--- config.mk ---
export PLATFORM = sky130hd
export DESIGN_NAME = div_unit_e
export DESIGN_NICKNAME = d
export VERILOG_FILES = /design/src/rtl/div_unit_e.sv
export SDC_FILE = /design/constraint.sdc
export NUM_CORES = 1
export LEC_CHECK = 0
export CORE_MARGIN = 3
export CORE_UTILIZATION = 55
export DETAILED_ROUTE_END_ITERATION = 12
export PLACE_DENSITY_LB_ADDON = 0.3
export SYNTH_ARGS = -nofsm -noshare
export SYNTH_HDL_FRONTEND = slang
export SYNTH_SLANG_ARGS = --single-unit
--- constraint.sdc ---
create_clock -name clk -period 6 [get_ports clk]
set_clock_uncertainty 0.15 [all_clocks]
set_input_delay 0.6 -clock clk [delete_from_list [all_inputs] [get_ports clk]]
set_output_delay 0.6 -clock clk [all_outputs]
set_load 0.05 [all_outputs]
--- src/rtl/div_unit_e.sv ---
// Iterative RV32M DIV/DIVU/REM/REMU unit for the EX stage.
// Radix-2 restoring division, one quotient bit per cycle, with stall and flush handshake.
module div_unit_e #(
    parameter int unsigned XLEN = 32
) (
    input  logic            clk,
    input  logic            rst_n,
    input  logic            StartE,
    input  logic [1:0]      DivOpE,
    input  logic [XLEN-1:0] SrcAE,
    input  logic [XLEN-1:0] SrcBE,
    input  logic            FlushE,
    output logic            BusyE,
    output logic            DoneE,
    output logic [XLEN-1:0] ResultE
);

    localparam int unsigned CntW = $clog2(XLEN);

    typedef enum logic [1:0] {StIdle, StCalc, StDone} state_e;

    state_e          r_state;
    logic [CntW-1:0] r_cnt;
    logic            r_sel_rem;
    logic            r_neg_q;
    logic            r_neg_r;
    logic [XLEN-1:0] r_rem;
    logic [XLEN-1:0] r_quo;
    logic [XLEN-1:0] r_dvsr;
    logic [XLEN-1:0] r_result;

    logic            w_signed;
    logic            w_sign_a;
    logic            w_sign_b;
    logic [XLEN-1:0] w_abs_a;
    logic [XLEN-1:0] w_abs_b;
    logic [XLEN-1:0] w_min;
    logic            w_div_zero;
    logic            w_ovf;
    logic [XLEN:0]   w_rem_sh;
    logic            w_ge;
    logic [XLEN-1:0] w_diff;
    logic [XLEN-1:0] w_rem_nx;
    logic [XLEN-1:0] w_quo_nx;
    logic [XLEN-1:0] w_rem_fix;
    logic [XLEN-1:0] w_quo_fix;
    logic            w_last;

    always_comb begin
        w_signed   = ~DivOpE[0];
        w_sign_a   = w_signed & SrcAE[XLEN-1];
        w_sign_b   = w_signed & SrcBE[XLEN-1];
        w_abs_a    = w_sign_a ? -SrcAE : SrcAE;
        w_abs_b    = w_sign_b ? -SrcBE : SrcBE;
        w_min      = {1'b1, {(XLEN-1){1'b0}}};
        w_div_zero = (SrcBE == '0);
        w_ovf      = w_signed & (SrcAE == w_min) & (SrcBE == '1);
    end

    // The shifted partial remainder is below 2*divisor, so the difference fits in XLEN bits
    // whenever the trial subtraction succeeds.
    always_comb begin
        w_rem_sh  = {r_rem, r_quo[XLEN-1]};
        w_ge      = (w_rem_sh >= {1'b0, r_dvsr});
        w_diff    = w_rem_sh[XLEN-1:0] - r_dvsr;
        w_rem_nx  = w_ge ? w_diff : w_rem_sh[XLEN-1:0];
        w_quo_nx  = {r_quo[XLEN-2:0], w_ge};
        w_rem_fix = r_neg_r ? -w_rem_nx : w_rem_nx;
        w_quo_fix = r_neg_q ? -w_quo_nx : w_quo_nx;
        w_last    = (r_cnt == CntW'(XLEN-1));
    end

    always_ff @(posedge clk or negedge rst_n) begin
        if (!rst_n) begin
            r_state   <= StIdle;
            r_cnt     <= '0;
            r_sel_rem <= 1'b0;
            r_neg_q   <= 1'b0;
            r_neg_r   <= 1'b0;
            r_rem     <= '0;
            r_quo     <= '0;
            r_dvsr    <= '0;
            r_result  <= '0;
        end else if (FlushE) begin
            r_state <= StIdle;
        end else begin
            unique case (r_state)
                StIdle: begin
                    if (StartE) begin
                        r_sel_rem <= DivOpE[1];
                        r_neg_q   <= w_sign_a ^ w_sign_b;
                        r_neg_r   <= w_sign_a;
                        r_dvsr    <= w_abs_b;
                        r_cnt     <= '0;
                        if (w_div_zero) begin
                            r_result <= DivOpE[1] ? SrcAE : '1;
                            r_state  <= StDone;
                        end else if (w_ovf) begin
                            r_result <= DivOpE[1] ? '0 : w_min;
                            r_state  <= StDone;
                        end else begin
                            r_rem   <= '0;
                            r_quo   <= w_abs_a;
                            r_state <= StCalc;
                        end
                    end
                end
                StCalc: begin
                    r_rem <= w_rem_nx;
                    r_quo <= w_quo_nx;
                    r_cnt <= r_cnt + 1'b1;
                    if (w_last) begin
                        r_result <= r_sel_rem ? w_rem_fix : w_quo_fix;
                        r_state  <= StDone;
                    end
                end
                // StartE may still be high here: it is the finished instruction leaving E.
                StDone:  r_state <= StIdle;
                default: r_state <= StIdle;
            endcase
        end
    end

    assign BusyE   = ((r_state == StIdle) & StartE) | (r_state == StCalc);
    assign DoneE   = (r_state == StDone);
    assign ResultE = r_result;

endmodule

==> results of run 1 <==
[layer usage]
layer / vias to the layer above / track usage (%) / share of wire, %
met1: 5891 / 44.2 / 44
met3: 73 / 5.44 / 7.5
li1: 5787 / - / -
met2: 546 / 50.6 / 46
met5: - / 0 / 0.051
met4: 2 / 7.81 / 2.4
[cells in the mapped netlist (31+ instances only)]
| master | count |
|---|---|
| nand2_1 | 189 |
| o21ai_0 | 188 |
| dfrtp_1 | 138 |
| nor2_1 | 130 |
| a21oi_1 | 125 |
| xor2_1 | 64 |
| xnor2_1 | 60 |
| clkbuf_1 | 58 |
| inv_1 | 47 |
| nor3_1 | 43 |
| ha_1 | 39 |
| nand3_1 | 31 |
[where the power goes]
group | switching, W | leakage (nW) | internal (W) | total [W]
clock network | 0.000473 | 0.289 | 0.000600 | 0.00107
logic | 0.00281 | 3.34 | 0.00160 | 0.00441
registers | 0.000261 | 1.81 | 0.00111 | 0.00137
[through the flow]
step           instances  power, W  cell area (um^2)  hold slack, ns  worst slack (ns)
2_1_floorplan       1558   0.00455             11900           0.154              1.33
3_3_place_gp        1858   0.00558             13000           0.311             0.950
3_5_place_dp        1858   0.00566             13000           0.321             0.869
4_1_cts             1890   0.00675             13600           0.168             0.773
5_1_grt             1890   0.00733             13600           0.202             0.334
6_report            1890   0.00685             13600           0.114             0.591
[worst max path at each step]
stage | start | to | slack, ns
finish | r_rem[9]$_DFFE_PN0P_ | ResultE[28]$_DFFE_PN0P_ | 0.59
CTS | r_rem[9]$_DFFE_PN0P_ | ResultE[28]$_DFFE_PN0P_ | 0.77
global placement | r_rem[9]$_DFFE_PN0P_ | ResultE[28]$_DFFE_PN0P_ | 0.95
floorplan | r_rem[3]$_DFFE_PN0P_ | ResultE[26]$_DFFE_PN0P_ | 1.33
detailed placement | r_rem[9]$_DFFE_PN0P_ | ResultE[28]$_DFFE_PN0P_ | 0.87
global route | r_rem[9]$_DFFE_PN0P_ | ResultE[28]$_DFFE_PN0P_ | 0.33
[flip-flops by register name, summed over array words and instances (netlist names)]
| name | cells |
|---|---|
| r_cnt | 5 |
| r_neg_q | 1 |
| r_rem | 32 |
| r_quo | 32 |
| r_dvsr | 32 |
| r_neg_r | 1 |
| ResultE | 32 |
| r_sel_rem | 1 |
| r_state | 2 |
[layout by cell type, fill, tap and decap left out, types with 27 or more instances in the layout]
cell and n:
o31ai_1 27, nand3_1 31, xnor2_1 60, nor3_1 43
a21oi_1 125, xor2_1 64, dfrtp_1 138, nor2_1 130
or3_1 29, a31oi_1 29, inv_1 47, o21ai_0 188
nand2_1 189, ha_1 39, clkdlybuf4s50_1 102
[final cells by class]
class / count / area [um^2]
multi-input combinational: 1276 / 7820
fill: 1869 / 7590
sequential: 138 / 3450
timing repair buffer: 119 / 1160
clock buffer: 18 / 439
tap: 275 / 344
inverter: 50 / 189
clock inverter: 14 / 150
[critical path: stages, from the launching register on]
cell       delay [ns]
dfrtp_1          0.46
ha_1             0.44
a21oi_1          0.26
o21ai_1          0.22
a21oi_1          0.35
a31o_1           0.49
nand2_4          0.28
inv_2            0.36
mux2i_1          0.32
ha_1             0.29
nand3b_1         0.15
nor3_1           0.20
a31o_2           0.21
and4_1           0.29
nand4bb_1        0.19
or2_2            0.31
a21oi_1          0.17
o32a_1           0.18
[cells by family after synthesis]
logic type	after synthesis	share of synthesized area, %
compound gates	524	26.9
buf+inv	144	5.22
mux	22	1.93
flops	138	29.0
xor+xnor	124	9.13
fa+ha+maj	40	4.27
simple gates	566	23.5
==> metrics.md, run 1 <==
| Metric | Value |
|---|---|
| FFs w/ async S/R, synth | `100%` |
| Ant diodes | `0` |
| Crit path arrival time | `5.62 ns` |
| CTS root buffer | `clkbuf_16` |
| Fin crit period | `5.41 ns` |
| Cts hold-fix bufs | `0` |
| IO Port Bufs | `103` |
| Synthesized net count | `1668` |
| # Post-CTS Setup Buffers | `0` |
| R2R depth | `17` |
| Routed Antenna Nets | `0` |
| CP required | `6.22 ns` |
| Area leader, netlist | `dfrtp_1` |
| Worst-path clk slew | `0.07 ns` |
| Fin Setup TNS | `0 ns` |
| Worst Setup End Kind | `flop` |
| Yosys cell types | `85` |
| Worst reg2reg path startpoint | `r_rem[9]$_DFFE_PN0P_` |
| Final hold vios | `0` |
| H-tree level count | `4` |
| Final cycle utilization of the critical path | `90.1%` |
| Max rail drop VDD | `400 uV` |
| Leak pwr | `5.44 nW` |
| Synth warnings | `0` |
| Wire per inst | `19.8 um` |
| Final slew viol count | `0` |
| Nets | `1712` |
| Worst r2r dst | `ResultE[28]$_DFFE_PN0P_` |
| Row cnt | `53` |
| Core Box Area | `0.0212 mm^2` |
| Global-route wire length before repair | `60500 um` |
| Status | `completed` |
| Least-Margin Pin Slew | `1.30 ns` |
| Clock sinks | `138` |
| Clock Tree Buf Depth | `2` |
| WL final | `37400 um` |
| Slew HR | `12.0%` |
| Synth Instances | `1558` |
| Top-area cell type share of the netlist area | `29.0%` |
| Latest clock arrival within the worst-skew pair | `0.44 ns` |
| Critical path fanouts, max | `25` |
| Pin count of the biggest net entering global routing | `99` |
| Post-Syn Area | `0.0119 mm^2` |
| Final setup viols | `0` |
| Flops & latches, synth | `138` |
| Peak Freq | `185 MHz` |
| DR vias | `12300` |
| CTS buffer count | `17` |
| DP Wirelength | `27900 um` |
| Drt first pass iters | `6` |
| Ranking of synthesized cells by area | `dfrtp_1 (29%), o21ai_0 (7.9%), nand2_1 (6.0%)` |
| Final core utilization | `64.1%` |
| PD cells | `505 mW/mm^2` |
| Clock tree from TritonCTS | `yes` |
| Ys flop type | `dfrtp_1` |
| Grt total ovfl | `0` |
| Hold Crit Class | `in2async` |
| Vias in the first global route | `11400` |
| EDFF count, synth | `0` |
| Final Wtd Congestion | `0.966` |
| R2R setup slack | `0.59 ns` |
| Die area | `0.0234 mm^2` |
| RSZ-0062 raised after global routing | `false` |
| Die Wd | `153 um` |
| Fraction of layout cells with a size suffix above 1 | `5.39%` |
| Die height | `153 um` |
| Initial antenna violation count | `1` |
| Synthesized area per cell | `7.63 um^2` |
| Crit path kind | `reg2reg` |
| Sequential element share of the synthesized area | `29.0%` |
| Number of max-cap violations | `0` |
| Post-CTS resize count | `0` |
| Initial Utilization | `56.2%` |
| Crit start category | `flop` |
| Detailed-route DRC error count | `0` |
| GRT Total Usage | `31.4%` |
| # IOs | `104` |
| P&R area growth vs syn | `14.1%` |
| Count of routing violations after the opening detailed-route iteration | `1236` |
| DR vias/cell | `6.51` |
No activity file was read; power rests on OpenSTA's default activity.
==> run 2, diff against run 1 <==
--- a/config.mk
+++ b/config.mk
@@ -6,7 +6,7 @@
 export NUM_CORES = 1
 export LEC_CHECK = 0
 export CORE_MARGIN = 3
-export CORE_UTILIZATION = 55
+export CORE_UTILIZATION = 54
 export DETAILED_ROUTE_END_ITERATION = 12
 export PLACE_DENSITY_LB_ADDON = 0.3
 export SYNTH_ARGS = -nofsm -noshare
==> constraint.sdc (replaced) <==
create_clock -name clk -period 4.88 [get_ports clk]
set_clock_uncertainty 0.15 [all_clocks]
set_input_delay 0.488 -clock clk [delete_from_list [all_inputs] [get_ports clk]]
set_output_delay 0.488 -clock clk [all_outputs]
set_load 0.05 [all_outputs]
==> metrics.md, run 2 (same netlist as run 1, synthesis figures left out) <==
| Metric | Value |
|---|---|
| Initial Utilization | `55.7% (-0.52 points)` |
| Sw frac | `51.0% (-0.68 points)` |
| CTS buffer count | `17 (unchanged)` |
| Die Wd | `154 um (+0.89%)` |
| Clock sinks | `138 (unchanged)` |
| H-tree level count | `4 (unchanged)` |
| Logic pwr share | `66.4% (+2.0 points)` |
| Critical path, cell by cell | `inv_1, ha_1, nand3_1, nor4_1, a21oi_1, o211a_1, nand2_4, inv_2, mux2i_1, ha_1, nand3b_1, nor3_1, a31o_2, and4_1, nand4bb_1, or2_2, a21oi_1, o32a_1` |
| Core Box Area | `0.0214 mm^2 (+0.94%)` |
| Final instance area | `0.0139 mm^2 (+2.2%)` |
| # IOs | `104 (unchanged)` |
| Number of max-cap violations | `0 (unchanged)` |
| CTS root buffer | `clkbuf_16` |
| Slew HR | `23.0% (+11 points)` |
| Ant diodes | `0 (unchanged)` |
| Clock group share of total power | `14.4% (-1.3 points)` |
| Fin crit period | `4.68 ns (-0.727 ns)` |
| WL final | `38000 um (+1.6%)` |
| Cts hold-fix bufs | `0 (unchanged)` |
| Post-CTS resize count | `0 (unchanged)` |
| PD cells | `627 mW/mm^2 (+24%)` |
| Vias in the first global route | `11400 (+0.035%)` |
| Pin count of the biggest net entering global routing | `101 (+2.0%)` |
| Hold Crit Class | `in2async` |
| Final worst setup slack | `0.199 ns (-0.393 ns)` |
| Worst stage delay on the critical path | `0.49 ns (about the same)` |
| Global-route wire length before repair | `60400 um (-0.27%)` |
| IO Port Bufs | `103 (unchanged)` |
| Die height | `154 um (+0.89%)` |
| DP Area | `0.0133 mm^2 (+2.6%)` |
| Nets | `1755 (+2.5%)` |
| GRT Total Usage | `31.2% (-0.21 points)` |
| Least-Margin Pin Slew | `1.16 ns (-0.147 ns)` |
| Post-place setup slack | `0.218 ns (-0.651 ns)` |
| Peak Freq | `214 MHz (+16%)` |
| CP required | `5.09 ns (-1.13 ns)` |
| Leak pwr | `5.63 nW (+3.6%)` |
| Max rail drop VDD | `399 uV (-0.45%)` |
| Worst Setup End Kind | `flop` |
| Switching power | `0.00443 W (+25%)` |
| # Post-CTS Setup Buffers | `0 (unchanged)` |
| Routed Antenna Nets | `0 (unchanged)` |
| Fillers | `1871 (+0.11%)` |
| Final setup viols | `0 (unchanged)` |
| Critical path fanouts, max | `11 (-56%)` |
| Final hold vios | `0 (unchanged)` |
| Final Wtd Congestion | `0.995 (+3.0%)` |
| DR vias | `12400 (+0.59%)` |
| Worst-path clk slew | `0.06 ns (about the same)` |
| Placed Cells incl. Taps | `1901 (+2.3%)` |
| Commonest non-fill, non-tap cell in the layout | `nand2_1` |
| Final std cells w/o fill | `1933 (+2.3%)` |
| Count of routing violations after the opening detailed-route iteration | `1095 (-11%)` |
| Worst path slowest cell | `ha_1` |
| RSZ-0062 raised after global routing | `false` |
| DR vias/cell | `6.40 (-1.7%)` |
| Reg power frac | `19.2% (-0.8 points)` |
| Wire per inst | `19.6 um (-0.68%)` |
| Crit path kind | `reg2reg` |
| Final slew viol count | `0 (unchanged)` |
| Latest clock arrival within the worst-skew pair | `0.43 ns (about the same)` |
| Most frequent cells in the layout | `nand2_1 (189), o21ai_0 (188), dfrtp_1 (138)` |
| Status | `completed` |
| DP Wirelength | `29100 um (+4.1%)` |
| Fraction of layout cells with a size suffix above 1 | `7.90% (+2.5 points)` |
| Crit path arrival time | `4.89 ns (-0.73 ns)` |
| Overall power | `0.00869 W (+27%)` |
| Clock tree from TritonCTS | `yes` |
| Clock Tree Buf Depth | `2 (unchanged)` |
| Grt total ovfl | `0 (unchanged)` |
| Die area | `0.0238 mm^2 (+1.8%)` |
| Fin Setup TNS | `0 ns (unchanged)` |
| Drt first pass iters | `5 (-1)` |
| Crit start category | `flop` |
| Initial antenna violation count | `0 (-1)` |
| Row cnt | `53 (unchanged)` |
| P&R area growth vs syn | `16.6%` |
| Final cycle utilization of the critical path | `95.9% (+5.8 points)` |
| Pint | `0.00426 W (+29%)` |
| Detailed-route DRC error count | `0 (unchanged)` |
-- run 2: layout make-up --
class	instances	area, um^2	share of cell area, %
Clock buffer	17	425	3.07
Clock inverter	15	130	0.938
Sequential cell	138	3450	24.9
Inverter	50	189	1.36
Tap cell	275	344	2.48
Multi-Input combinational cell	1276	7830	56.4
Timing Repair Buffer	162	1500	10.8
-- run 2: through the flow --
stage | hold slack (ns) | util [%]
after CTS | 0.0671 | 64.9
after global placement | 0.311 | 62.3
after global routing | 0.106 | 64.9
after floorplan | 0.0424 | -
after detailed placement | 0.321 | 62.3
final | 0.0314 | 64.9
-- run 2: power groups by stage --
stage                     combinational [W]  clock [W]  sequential, W
after floorplan                     0.00404          0        0.00155
after CTS                           0.00564    0.00126        0.00166
after global placement              0.00553          0        0.00167
final                               0.00577    0.00125        0.00167
after global routing                0.00631    0.00131        0.00169
after detailed placement            0.00560          0        0.00168
-- run 2: worst paths after layout --
path                       depth (start not counted)                       to  slack (ns)              startpoint
max in group asynchronous                          2    r_dvsr[4]$_DFFE_PN0P_        3.43                   rst_n
setup / recovery                                  18  ResultE[28]$_DFFE_PN0P_        0.20  r_dvsr[27]$_DFFE_PN0P_
hold reg to reg                                    2   r_dvsr[13]$_DFFE_PN0P_        0.33  r_dvsr[13]$_DFFE_PN0P_
setup reg to reg                                  18  ResultE[28]$_DFFE_PN0P_        0.20  r_dvsr[27]$_DFFE_PN0P_
hold / removal                                     1    r_rem[29]$_DFFE_PN0P_        0.03                   rst_n
min in group clk                                   2   r_dvsr[13]$_DFFE_PN0P_        0.33  r_dvsr[13]$_DFFE_PN0P_
-- run 2: layer usage --
layer  track usage, %  vias to the layer above  wire, um
li1                 -                     5855         -
met1             43.6                     5848     16200
met2             48.5                      587     17300
met3             6.13                       81      3340
met4             10.7                        0      1130
met5                0                        -         0
-- run 2: worst max-delay path: cells and delay by family (launching register included) --
kind                       cells  cell delay, ns
and+or+nand+nor                8            1.92
AOI/OAI and AO/OA              5            1.02
muxes                          1            0.24
adders and majority gates      2            0.72
buffers and inverters          2            0.20
DFF                            1            0.35
==> run 3, diff against run 2 <==
--- a/config.mk
+++ b/config.mk
@@ -6,7 +6,7 @@
 export NUM_CORES = 1
 export LEC_CHECK = 0
 export CORE_MARGIN = 3
-export CORE_UTILIZATION = 54
+export CORE_UTILIZATION = 55
 export DETAILED_ROUTE_END_ITERATION = 12
 export PLACE_DENSITY_LB_ADDON = 0.3
 export SYNTH_ARGS = -nofsm -noshare
==> constraint.sdc (replaced) <==
create_clock -name clk -period 4.7 [get_ports clk]
set_clock_uncertainty 0.15 [all_clocks]
set_input_delay 0.47 -clock clk [delete_from_list [all_inputs] [get_ports clk]]
set_output_delay 0.47 -clock clk [all_outputs]
set_load 0.05 [all_outputs]
==> metrics.md, run 3 (same netlist as run 1, synthesis figures left out) <==
| Metric | Value |
|---|---|
| Status | `complete, but fails checks` |
| Violated checks | `negative hold slack` |
| Final cycle utilization of the critical path | `97.2% (+1.2 points)` |
| DP Wirelength | `28700 um (-1.3%)` |
| Ant diodes | `0 (unchanged)` |
| Vias in the first global route | `11300 (-1.2%)` |
| Worst r2r dst | `ResultE[29]$_DFFE_PN0P_` |
| R2R setup slack | `0.13 ns (-0.07 ns)` |
| Final hold vios | `14 (+14)` |
| Switching power | `0.00463 W (+4.4%)` |
| Clock sinks | `138 (unchanged)` |
| Die area | `0.0234 mm^2 (-1.7%)` |
| Final slew viol count | `0 (unchanged)` |
| Latest clock arrival within the worst-skew pair | `0.44 ns (about the same)` |
| Number of max-cap violations | `0 (unchanged)` |
| Row cnt | `53 (unchanged)` |
| P&R area growth vs syn | `18.3%` |
| RSZ-0062 raised after global routing | `true` |
| DR vias/cell | `6.42 (+0.26%)` |
| WL final | `37600 um (-0.87%)` |
| Clock group share of total power | `15.3% (+0.9 points)` |
| Wire per inst | `19.4 um (-1.2%)` |
| GRT Total Usage | `31.3% (+0.13 points)` |
| CP bufs+invs | `2 (unchanged)` |
| Overall power | `0.00923 W (+6.2%)` |
| Worst-path clk slew | `0.07 ns (about the same)` |
| Count of routing violations after the opening detailed-route iteration | `1214 (+11%)` |
| Pin count of the biggest net entering global routing | `100 (-0.99%)` |
| Global-route wire length before repair | `60100 um (-0.37%)` |
| Hold Crit Class | `in2async` |
| Slew HR | `21.5% (-1.5 points)` |
| Nets | `1762 (+0.40%)` |
| Reg power frac | `18.9% (-0.3 points)` |
| CTS root buffer | `clkbuf_16` |
| R2R depth | `15 (-3)` |
| CP required | `4.86 ns (-0.23 ns)` |
| Worst path slowest cell | `or4_4` |
| Final instance area | `0.0141 mm^2 (+1.4%)` |
| Logic pwr share | `65.8% (-0.6 points)` |
| Worst Setup End Kind | `flop` |
| DR vias | `12400 (+0.62%)` |
| Cts hold-fix bufs | `0 (unchanged)` |
| Routed Antenna Nets | `0 (unchanged)` |
| Initial antenna violation count | `0 (unchanged)` |
| Clock Tree Buf Depth | `2 (unchanged)` |
| Sw frac | `50.1% (-0.85 points)` |
| Final worst setup slack | `0.134 ns (-0.0651 ns)` |
| Die Wd | `153 um (-0.88%)` |
| Crit path kind | `reg2reg` |
| Hold slack | `-0.0391 ns (-0.0705 ns)` |
| Final setup viols | `0 (unchanged)` |
| Reg area | `0.00345 mm^2 (unchanged)` |
| Drt first pass iters | `6 (+1)` |
| Initial Utilization | `56.2% (+0.52 points)` |
| Most frequent cells in the layout | `nand2_1 (189), o21ai_0 (185), dfrtp_1 (138)` |
| Multi-input logic area | `0.00791 mm^2 (+1.0%)` |
| Worst reg2reg path startpoint | `r_quo[31]$_DFFE_PN0P_` |
| IO Port Bufs | `103 (unchanged)` |
| Grt total ovfl | `0 (unchanged)` |
| Worst stage delay on the critical path | `0.56 ns (+0.07 ns)` |
| Pint | `0.00460 W (+8.0%)` |
| Post-place setup slack | `0.106 ns (-0.112 ns)` |
| Critical path fanouts, max | `4 (-7)` |
| Final Wtd Congestion | `0.979 (-1.6%)` |
| Cell family contributing the most delay on the critical path | `simple AND/OR/NAND/NOR gates` |
| Die height | `153 um (-0.88%)` |
| Fraction of layout cells with a size suffix above 1 | `8.95% (+1.0 points)` |
| Crit start category | `flop` |
| Fillers | `1802 (-3.7%)` |
| Max rail drop VDD | `422 uV (+5.8%)` |
| CTS buffer count | `17 (unchanged)` |
| Detailed-route DRC error count | `0 (unchanged)` |
| Crit path arrival time | `4.73 ns (-0.16 ns)` |
| H-tree level count | `4 (unchanged)` |
| DP Area | `0.0134 mm^2 (+0.32%)` |
| # IOs | `104 (unchanged)` |
| Peak Freq | `219 MHz (+2.5%)` |
| Core Box Area | `0.0212 mm^2 (-0.93%)` |
| Fin crit period | `4.57 ns (-0.115 ns)` |
| Clock tree from TritonCTS | `yes` |
| Critical path, cell by cell | `inv_1, ha_1, inv_1, fa_1, a211oi_1, nor3_1, or3_1, a32oi_2, nand3_1, mux2_4, or4_4, or4b_1, o21ai_0, or3_1, nand3_1` |
| Least-Margin Pin Slew | `1.18 ns (+0.0223 ns)` |
| PD cells | `656 mW/mm^2 (+4.7%)` |
| Leak pwr | `5.70 nW (+1.2%)` |
| Commonest non-fill, non-tap cell in the layout | `nand2_1` |
==> run 3: changes by cell type in the layout (fill, tap and decap cells not counted), sizes merged <==
cell,previous run,this run
buf,60,67
bufinv,0,2
inv,58,57
clkinv,6,5
==> run 3: worst max-delay path by stage <==
stage                          startpoint  cells past startpoint                 endpoint  slack [ns]
floorplan            r_rem[3]$_DFFE_PN0P_                     20  ResultE[26]$_DFFE_PN0P_        0.03
global placement    r_quo[31]$_DFFE_PN0P_                     15  ResultE[31]$_DFFE_PN0P_        0.27
detailed placement               SrcBE[8]                     14  ResultE[20]$_DFFE_PN0P_        0.11
CTS                 r_quo[31]$_DFFE_PN0P_                     15  ResultE[31]$_DFFE_PN0P_        0.14
global route        r_quo[31]$_DFFE_PN0P_                     15  ResultE[29]$_DFFE_PN0P_       -0.02
finish              r_quo[31]$_DFFE_PN0P_                     15  ResultE[29]$_DFFE_PN0P_        0.13
==> run 3: repair_timing <==
action                                  4_1_cts  5_1_grt
buffers inserted                              0        3
resized for setup                             0       19
endpoints found under the setup margin        0        8
==> run 3: cell type report <==
| class | instances | area share (%) |
|---|---|---|
| well taps | 275 | 2.45 |
| clock buffers | 17 | 3.03 |
| repair buffers | 169 | 11.1 |
| inverters | 50 | 1.34 |
| multi-input cells | 1276 | 56.2 |
| flip-flops and latches | 138 | 24.6 |
| clock inverters | 15 | 1.27 |
==> run 3: layer usage <==
metal	up-vias	GRT usage [%]	part of all wire, %	wire (um)
met3	79	5.10	7.8	2930
met2	569	48.7	46	17300
met1	5904	45.3	44	16500
li1	5896	-	-	-
met5	-	0	0	0
met4	0	9.04	2.7	998
==> run 3: power groups by stage <==
stage | clock network [W] | logic (W) | registers (W)
final | 0.00141 | 0.00607 | 0.00175
after global routing | 0.00147 | 0.00663 | 0.00177
after CTS | 0.00142 | 0.00581 | 0.00173
after detailed placement | 0 | 0.00576 | 0.00175
after global placement | 0 | 0.00569 | 0.00174
after floorplan | 0 | 0.00419 | 0.00161
==> run 3: stage by stage <==
stage          hold slack [ns]  cells  TNS, ns  util, %
3_3_place_gp             0.313   1905        0     63.1
6_report               -0.0391   1940        0     66.5
2_1_floorplan           0.0244   1558        0        -
5_1_grt                 0.0363   1940  -0.0462     66.5
3_5_place_dp             0.327   1905        0     63.1
4_1_cts                 0.0439   1937        0     66.0
